--- src/rtl/staging_arbiter_if.sv ---
// Request/response bundle for staging_arbiter: four 32-bit requesters in, one staged result out.
// The arbiter takes the slave view; the requesters and the result consumer take the master view.
interface staging_arbiter_if;
    logic [3:0]   req_valid;
    logic [127:0] req_data;
    logic [3:0]   req_ready;
    logic         out_valid;
    logic         out_ready;
    logic [31:0]  out_data;
    logic [1:0]   out_id;

    modport slave (
        input  req_valid, req_data, out_ready,
        output req_ready, out_valid, out_data, out_id
    );

    modport master (
        output req_valid, req_data, out_ready,
        input  req_ready, out_valid, out_data, out_id
    );
endinterface

--- src/rtl/staging_arbiter.sv ---
// Four-way arbiter that stages one operand at a time through IDLE -> COMPUTE -> RESP.
// Define STAGING_ARB_RR_EN for round-robin arbitration; the default is fixed priority (lowest index wins).
module staging_arbiter #(
    parameter logic [31:0] THRESHOLD = 32'd100,
    parameter logic [15:0] TAG       = 16'h0ABC
) (
    input  logic                clk,
    input  logic                reset,
    staging_arbiter_if.slave    bus,
    output logic                busy,
    output logic [15:0]         done_count
);

    typedef enum logic [1:0] {
        IDLE    = 2'd0,
        COMPUTE = 2'd1,
        RESP    = 2'd2
    } state_t;

    state_t      state;
    logic [31:0] cap_data;
    logic [1:0]  cap_id;
    logic [31:0] out_data_q;
    logic [1:0]  out_id_q;
    logic        out_valid_q;

    logic [1:0]  search_base;
    logic [1:0]  idx;
    logic [1:0]  win_id;
    logic [3:0]  grant;
    logic        take;
    logic [15:0] sum;
    logic        qualify;

`ifdef STAGING_ARB_RR_EN
    logic [1:0] ptr;
    assign search_base = ptr;
`else
    assign search_base = 2'd0;
`endif

    // Walk from the highest offset down so the requester closest to search_base wins last.
    // NOTE: every always_comb output gets a default first, so no path can infer a latch.
    always_comb begin
        grant  = '0;
        win_id = search_base;
        idx    = search_base;
        for (int k = 3; k >= 0; k--) begin
            idx = search_base + 2'(k);
            if (bus.req_valid[idx]) begin
                grant  = 4'b0001 << idx;
                win_id = idx;
            end
        end
    end

    // Gating with reset keeps req_ready low while reset is held, even though state already reads IDLE.
    assign take          = (state == IDLE) && (|bus.req_valid) && reset;
    assign bus.req_ready = take ? grant : 4'b0000;

    assign sum     = cap_data[31:16] + cap_data[15:0];
    assign qualify = (cap_data > THRESHOLD) && (cap_data[31:16] == 16'd1);

    // NOTE: sequential state uses non-blocking assignments only, so every register samples pre-edge values.
    always_ff @(posedge clk or negedge reset) begin
        if (!reset) begin
            state       <= IDLE;
            cap_data    <= '0;
            cap_id      <= '0;
            out_data_q  <= '0;
            out_id_q    <= '0;
            out_valid_q <= 1'b0;
            done_count  <= '0;
`ifdef STAGING_ARB_RR_EN
            ptr         <= '0;
`endif
        end else begin
            case (state)
                IDLE: begin
                    if (take) begin
                        cap_data <= bus.req_data[{win_id, 5'd0} +: 32];
                        cap_id   <= win_id;
                        state    <= COMPUTE;
`ifdef STAGING_ARB_RR_EN
                        ptr      <= win_id + 2'd1;
`endif
                    end
                end
                COMPUTE: begin
                    out_data_q  <= qualify ? {TAG, sum} : {TAG, 16'd1};
                    out_id_q    <= cap_id;
                    out_valid_q <= 1'b1;
                    state       <= RESP;
                end
                RESP: begin
                    if (bus.out_ready) begin
                        out_valid_q <= 1'b0;
                        done_count  <= done_count + 16'd1;
                        state       <= IDLE;
                    end
                end
                default: state <= IDLE;
            endcase
        end
    end

    assign bus.out_valid = out_valid_q;
    assign bus.out_data  = out_data_q;
    assign bus.out_id    = out_id_q;
    assign busy          = (state != IDLE);

endmodule

--- src/flat_wrapper.sv ---
// flat-port wrapper written by rule: the top's interface ports become plain ports
module staging_arbiter_flat 
#(
    parameter logic [31:0] THRESHOLD = 32'd100,
    parameter logic [15:0] TAG       = 16'h0ABC
)
  (clk, reset, busy, done_count, bus_req_valid, bus_req_data, bus_out_ready, bus_req_ready, bus_out_valid, bus_out_data, bus_out_id);
  staging_arbiter_if bus_i ();
  input  logic clk;
  input  logic reset;
  output logic busy;
  output logic [15:0] done_count;
  input wire logic [$bits(bus_i.req_valid)-1:0] bus_req_valid;
  input wire logic [$bits(bus_i.req_data)-1:0] bus_req_data;
  input wire logic [$bits(bus_i.out_ready)-1:0] bus_out_ready;
  output wire logic [$bits(bus_i.req_ready)-1:0] bus_req_ready;
  output wire logic [$bits(bus_i.out_valid)-1:0] bus_out_valid;
  output wire logic [$bits(bus_i.out_data)-1:0] bus_out_data;
  output wire logic [$bits(bus_i.out_id)-1:0] bus_out_id;
  assign bus_i.req_valid = bus_req_valid;
  assign bus_i.req_data = bus_req_data;
  assign bus_i.out_ready = bus_out_ready;
  assign bus_req_ready = bus_i.req_ready;
  assign bus_out_valid = bus_i.out_valid;
  assign bus_out_data = bus_i.out_data;
  assign bus_out_id = bus_i.out_id;
  staging_arbiter #(.THRESHOLD(THRESHOLD), .TAG(TAG)) u_core (.clk(clk), .reset(reset), .bus(bus_i), .busy(busy), .done_count(done_count));
endmodule
--- config.mk ---
export PLATFORM = sky130hd
export DESIGN_NAME = staging_arbiter_flat
export DESIGN_NICKNAME = d
export VERILOG_FILES = /design/src/rtl/staging_arbiter_if.sv /design/src/rtl/staging_arbiter.sv /design/src/flat_wrapper.sv
export SDC_FILE = /design/constraint.sdc
export NUM_CORES = 1
export LEC_CHECK = 0
export ABC_AREA = 0
export CORE_AREA = 4 4 113 115
export CTS_BUF_LIST = sky130_fd_sc_hd__clkbuf_4 sky130_fd_sc_hd__clkbuf_8
export DETAILED_ROUTE_END_ITERATION = 12
export DIE_AREA = 0 0 117 119
export PLACE_DENSITY_LB_ADDON = 0.1
export SYNTH_ARGS = -nofsm -noshare
export SYNTH_HDL_FRONTEND = slang
export SYNTH_SLANG_ARGS = --single-unit
--- constraint.sdc ---
create_clock -name clk -period 2.1 [get_ports clk]
set_input_delay 0.21 -clock clk [delete_from_list [all_inputs] [get_ports clk]]
set_output_delay 0.21 -clock clk [all_outputs]
set_load 0.05 [all_outputs]
==> results of run 1 <==
cells by family after synthesis:
group | synth area share
AOI/OAI and AO/OA | 0.129
muxes | 0.204
other | 0.000792
and+or+nand+nor | 0.142
DFF | 0.381
adders and majority gates | 0.0465
buffers and inverters | 0.0576
xor gates and xnor gates | 0.0389
power groups by stage:
stage / clock (mW) / sequential [mW] / combinational, mW
CTS: 1.00 / 2.11 / 3.98
detailed placement: 0 / 2.14 / 3.89
global placement: 0 / 2.13 / 3.83
finish: 0.968 / 2.12 / 4.08
global route: 1.06 / 2.18 / 4.50
floorplan: 0 / 2.30 / 2.14
path summary, 6_finish.rpt:
check                                 startpoint                 endpoint  slack [ns]  cells after the start
max                           u_core.cap_data[0]  u_core.bus.out_data[14]       -0.04                      8
min                        u_core.done_count[15]    u_core.done_count[15]        0.47                      1
max reg2reg                   u_core.cap_data[0]  u_core.bus.out_data[14]       -0.04                      8
min reg2reg                u_core.done_count[15]    u_core.done_count[15]        0.47                      1
max in group asynchronous                  reset     u_core.done_count[0]        1.14                      3
min in group asynchronous                  reset      u_core.cap_data[19]        0.52                      3
timing repair:
| action | 4_1_cts | 5_1_grt |
|---|---|---|
| endpoints found under the setup margin | 5 | 8 |
| pin swaps | 7 | 4 |
| resized for setup | 8 | 5 |
| buffers inserted | 1 | 2 |
| hold buffers | 1 | 0 |
| endpoints found under the hold margin | 29 | 0 |
Yosys cell counts, types with 7 or more instances:
cell type and instances:
a21oi_1 16, buf_4 17, clkbuf_1 9, dfrtp_1 72
ha_1 16, inv_1 11, mux2_2 29, mux2i_1 64
nand2_1 73, nand2b_1 7, nand3_1 8, nor2_1 21
o21ai_0 17, o21ai_1 27, xnor2_1 10, xor2_1 11
worst max-delay path: cells and delay by family (launching register included):
kind / cells / cell delay [ns]
fa+ha+maj: 2 / 0.53
compound gates: 4 / 0.96
flops: 1 / 0.36
buf+inv: 1 / 0.04
simple gates: 1 / 0.16
stage by stage:
step / worst slack (ns) / utilization / instance area (sq um) / cells
global placement: -0.0740 / 0.591 / 6980 / 828
detailed placement: -0.127 / 0.591 / 6980 / 828
floorplan: 0.00409 / - / 4770 / 493
finish: -0.0408 / 0.612 / 7220 / 848
CTS: -0.0461 / 0.608 / 7190 / 846
global route: -0.129 / 0.612 / 7220 / 848
layout make-up:
cell class              instances  area, sq um
flip-flops and latches         72         1800
well taps                     147          184
clock inverters                 4         20.0
clock buffers                  12          153
repair buffers                227         2260
fillers                      1016         4590
inverters                      11         41.3
multi-input cells             375         2760
per-layer routing:
layer  track usage  wire, um  vias to the layer above  part of all wire
met5             0         0                        -                 0
met4        0.0659       287                        0             0.022
met3        0.0457       789                       20             0.060
met2         0.321      6370                      147              0.48
met1         0.242      5710                     1966              0.43
li1              -         -                     2145                 -
registers in the layout, summed over array words and instances (netlist names):
name	count
u_core.state	2
u_core.cap_data	32
u_core.cap_id	2
u_core.bus.out_data	17
u_core.done_count	16
u_core.bus.out_valid	1
u_core.bus.out_id	2
==> qor.yml, run 1 <==
grt:
  grt_pass1_wl_um: 21400
  gr-usage-all-layers: 0.193
  antenna_found_initial: 0
  grt_pass1_vias: 4469
  globalRouteOverflowTotal: 0
  grt_start_max_net_pins: 55
floorplanning:
  die_h_um: 119
  start_util: 0.401
  rows: 40
  dieArea_sq_mm: 0.0139
  die_w_um: 117
  ios: 191
  core_area_sq_mm: 0.0118
logic_synthesis:
  synth_edf_count: 0
  syn_area_sq_mm: 0.00473
  yosysSeqAreaShare: 0.381
  synthArstFlopShare: 1.00
  ys_warn_count: 0
  synthDistinctLibCells: 52
  synth_area_leaders: "dfrtp_1, mux2i_1, mux2_2"
  synth_top_area_share: 0.381
  synthCells: 485
  avgSynthCellArea_sq_um: 9.76
  yosys.area.top_type: "dfrtp_1"
  ys_seq_elements: 72
  synth-main-ff-cell: "dfrtp_1"
timing:
  tns_ns: -0.0855
  hold_slack_ns: 0.466
  tightest_slew_ns: 0.609
  max_freq_mhz: 467
  finalSetupViolCount: 3
  final.setup.worst_slack_ns: -0.0408
  rsz0062_at_grt: "true"
  hold_viol: 0
  relSlewSlack: 0.590
  fin_skew_ns: 0.00459
  finalMaxSlewViolations: 0
  layout_min_cycle_time_ns: 2.14
  period_share: 1.02
route:
  drtAntennaViolNets: 0
  num_vias: 4278
  drt_iter0_drc: 180
  routedWlPerCell_um: 15.5
  drt_pass1_iterations: 4
  viasPerCell: 5.04
  drt-total-wl_um: 13200
  drc_errors: 0
final_layout:
  fin_nets: 848
  area_growth_pct: 52.6
  drive_gt1_frac: 0.165
  diodes: 0
  layout_commonest_cell: "clkdlybuf4s50_1"
  final_cell_mix: "clkdlybuf4s50_1, nand2_1, dfrtp_1"
setup_path:
  slowest_delay_ns: 0.36
  crit_type: "flip-flop to flip-flop"
  path_cells: "ha_2 > inv_2 > fa_2 > nand2b_4 > a21oi_2 > o211ai_1 > o2111a_1 > a221o_1"
  crit_path_end_kind: "flip-flop"
  critPathSlowestCell: "dfrtp_1"
  cp_max_fo: 6
  crit_required_ns: 2.34
  crit_arrival_ns: 2.38
  critPathLaunchType: "flip-flop"
cts:
  clkTransAtPathRegs_ns: 0.07
  h-tree-depth: 3
  cts_sinks: 72
  cts_buffers: 9
  cts_tree: "built"
  root_buffer: "clkbuf_8"
  insertion_delay_ns: 0.35
  cts.path.max_buffers: 2
run:
  maxCapViolations: 0
power_and_ir_drop:
  leakage_nw: 3.12
  p_int_mw: 4.14
  power.switching_mw: 3.02
  swShare: 0.422
  p_total_mw: 7.17
  vdd_drop_max_v: 0.000457
  power.density_mw_per_mm2: 992
  seq_power_share: 0.296
  p_clk_frac: 0.135
  p_comb_frac: 0.569
place:
  place_congestion: 0.857
  io_buffers: 181
  dp_hpwl_um: 10900
min_path:
  worstHoldPathType: "flip-flop to flip-flop"
outcome:
  status: "finished, violations left"
  violations: "negative setup slack"
Note: power is estimated with default switching activity, not from simulation.
==> inputs of run 2 (changes only) <==
--- a/config.mk
+++ b/config.mk
@@ -10,7 +10,7 @@
 export CTS_BUF_LIST = sky130_fd_sc_hd__clkbuf_4 sky130_fd_sc_hd__clkbuf_8
 export DETAILED_ROUTE_END_ITERATION = 12
 export DIE_AREA = 0 0 117 119
-export PLACE_DENSITY_LB_ADDON = 0.1
+export PLACE_DENSITY = 0.78
 export SYNTH_ARGS = -nofsm -noshare
 export SYNTH_HDL_FRONTEND = slang
 export SYNTH_SLANG_ARGS = --single-unit
==> qor.yml, run 2 (synthesis results as in run 1) <==
grt:
  grt_pass1_vias: 4458  # -0.25%
  grt_start_max_net_pins: 73  # +33%
  globalRouteOverflowTotal: 0  # unchanged
  grt_pass1_wl_um: 21600  # +0.84%
  gr-usage-all-layers: 0.194  # +0.00129
  antenna_found_initial: 0  # unchanged
power_and_ir_drop:
  vdd_drop_max_v: 0.000436  # -4.7%
  seq_power_share: 0.289  # -0.007
  power.density_mw_per_mm2: 1010  # +2.3%
  p_comb_frac: 0.562  # -0.007
  swShare: 0.421  # -0.000828
  power.switching_mw: 3.11  # +3.0%
  p_clk_frac: 0.150  # +0.015
  p_int_mw: 4.28  # +3.3%
  leakage_nw: 3.13  # +0.37%
  p_total_mw: 7.40  # +3.2%
route:
  drt-total-wl_um: 13300  # +1.2%
  drt_pass1_iterations: 5  # +1
  routedWlPerCell_um: 15.7  # +1.0%
  viasPerCell: 5.11  # +1.2%
  drt_iter0_drc: 156  # -13%
  drc_errors: 0  # unchanged
  drtAntennaViolNets: 0  # unchanged
  num_vias: 4340  # +1.4%
timing:
  final.setup.worst_slack_ns: -0.0811  # -0.0402 ns
  hold_slack_ns: 0.118  # -0.348 ns
  hold_viol: 0  # unchanged
  tns_ns: -0.0811  # +0.00441 ns
  period_share: 1.04  # +0.0192
  finalMaxSlewViolations: 0  # unchanged
  finalSetupViolCount: 1  # -2
  layout_min_cycle_time_ns: 2.18  # +0.0402 ns
  rsz0062_at_grt: "true"
  max_freq_mhz: 458  # -1.8%
  fin_skew_ns: 0.0104  # +0.00577 ns
  tightest_slew_ns: 0.882  # +0.273 ns
  relSlewSlack: 0.412  # -0.178
floorplanning:
  dieArea_sq_mm: 0.0139  # unchanged
  ios: 191  # unchanged
  die_h_um: 119  # unchanged
  start_util: 0.401  # unchanged
  rows: 40  # unchanged
  core_area_sq_mm: 0.0118  # unchanged
  die_w_um: 117  # unchanged
setup_path:
  crit_arrival_ns: 2.42  # +0.04 ns
  r2r_slack_ns: -0.08  # -0.04 ns
  path_cells: "ha_2 > inv_2 > fa_2 > nand2b_4 > a21oi_4 > o211ai_1 > buf_4 > a21bo_2 > a32o_1"
  endpoint: "u_core.bus.out_data[8]"
  cp-startpoint: "u_core.cap_data[16]"
  crit_type: "flip-flop to flip-flop"
  worstRegToRegCells: 9  # +1
  crit_path_end_kind: "flip-flop"
  r2r_end: "u_core.bus.out_data[8]"
  cp_max_fo: 5  # -1
  slowest_delay_ns: 0.36  # about the same
  critPathLaunchType: "flip-flop"
  r2r-start: "u_core.cap_data[16]"
  critPathSlowestCell: "dfrtp_1"
  crit_required_ns: 2.34  # about the same
final_layout:
  diodes: 0  # unchanged
  final_cells: 850  # +0.24%
  registers.top_by_ff_count: "u_core.cap_data"
  final_cell_mix: "clkdlybuf4s50_1, nand2_1, dfrtp_1"
  largest_reg_flops: 32  # unchanged
  final_area_sq_mm: 0.00729  # +0.90%
  fin_nets: 850  # +0.24%
  drive_gt1_frac: 0.175  # +0.00949
  layout_commonest_cell: "clkdlybuf4s50_1"
  area_growth_pct: 54.0
  finalCoreUtilization: 0.617  # +0.00551
min_path:
  worstHoldPathType: "input pin to async pin"
cts:
  insertion_delay_ns: 0.35  # about the same
  cts_buffers: 9  # unchanged
  h-tree-depth: 3  # unchanged
  cts_sinks: 72  # unchanged
  cts.path.max_buffers: 2  # unchanged
  cts_tree: "built"
  root_buffer: "clkbuf_8"
  clkTransAtPathRegs_ns: 0.08  # about the same
place:
  io_buffers: 181  # unchanged
  pre_cts_ws_ns: -0.115  # +0.0123 ns
  dpl.cell_count: 826  # -0.24%
  place_area_sq_mm: 0.00695  # -0.39%
  dp_hpwl_um: 11100  # +1.9%
  place_congestion: 0.856  # about the same
outcome:
  status: "finished, violations left"
  violations: "negative setup slack"
run:
  maxCapViolations: 0  # unchanged
## run 2: repair_timing
item                       in CTS  in global routing
setup endpoints to repair       5                  8
buffers inserted                2                  6
hold buffers                    0                  0
resized for setup               6                 14
pin swaps                       2                 10
## run 2: routing by layer
metal  share of wire  up-vias  GRT usage
li1                -     2157          -
met2            0.49      159      0.321
met5               0        -          0
met4           0.015        0     0.0530
met3           0.069       16     0.0447
met1            0.43     2008      0.252
## run 2: layout make-up
cell class	instances	area, sq um
Multi-Input combinational cell	375	2800
Inverter	11	41.3
Fill cell	962	4520
Clock buffer	11	145
Timing Repair Buffer	229	2260
Tap cell	147	184
Sequential cell	72	1800
Clock inverter	5	56.3
## run 2: worst min-delay path by stage
stage                              end  slack (ns)  depth (start not counted)
2_1_floorplan   u_core.bus.out_data[0]       -0.09                          0
3_3_place_gp      u_core.bus.out_id[0]        0.45                          2
3_5_place_dp     u_core.done_count[15]        0.46                          1
4_1_cts           u_core.bus.out_id[1]        0.14                          2
5_1_grt           u_core.bus.out_id[1]        0.21                          2
6_report       u_core.bus.out_data[15]        0.12                          2
## run 2: critical path: cells and delay by family, from the launching register on
family	cells	cell delay, ns
adder cells (fa/ha/maj)	2	0.53
buffers and inverters	2	0.23
AND/OR/NAND/NOR	1	0.17
AO/OA/AOI/OAI	4	0.78
flip-flops	1	0.36
## run 2: power groups by stage
| stage | Clock (mW) | Combinational (mW) | Sequential (mW) |
|---|---|---|---|
| after floorplan | 0 | 2.14 | 2.30 |
| after global placement | 0 | 3.85 | 2.12 |
| after detailed placement | 0 | 3.88 | 2.15 |
| after CTS | 1.13 | 3.97 | 2.13 |
| after global routing | 1.19 | 4.59 | 2.20 |
| final | 1.11 | 4.15 | 2.13 |
==> inputs of run 3 (changes only) <==
--- a/config.mk
+++ b/config.mk
@@ -8,6 +8,7 @@
 export ABC_AREA = 0
 export CORE_AREA = 4 4 113 115
 export CTS_BUF_LIST = sky130_fd_sc_hd__clkbuf_4 sky130_fd_sc_hd__clkbuf_8
+export CTS_CLUSTER_SIZE = 20
 export DETAILED_ROUTE_END_ITERATION = 12
 export DIE_AREA = 0 0 117 119
 export PLACE_DENSITY = 0.78
==> results of run 3 <==
The final DEF is identical to that of run 2; final timing and power are the same.
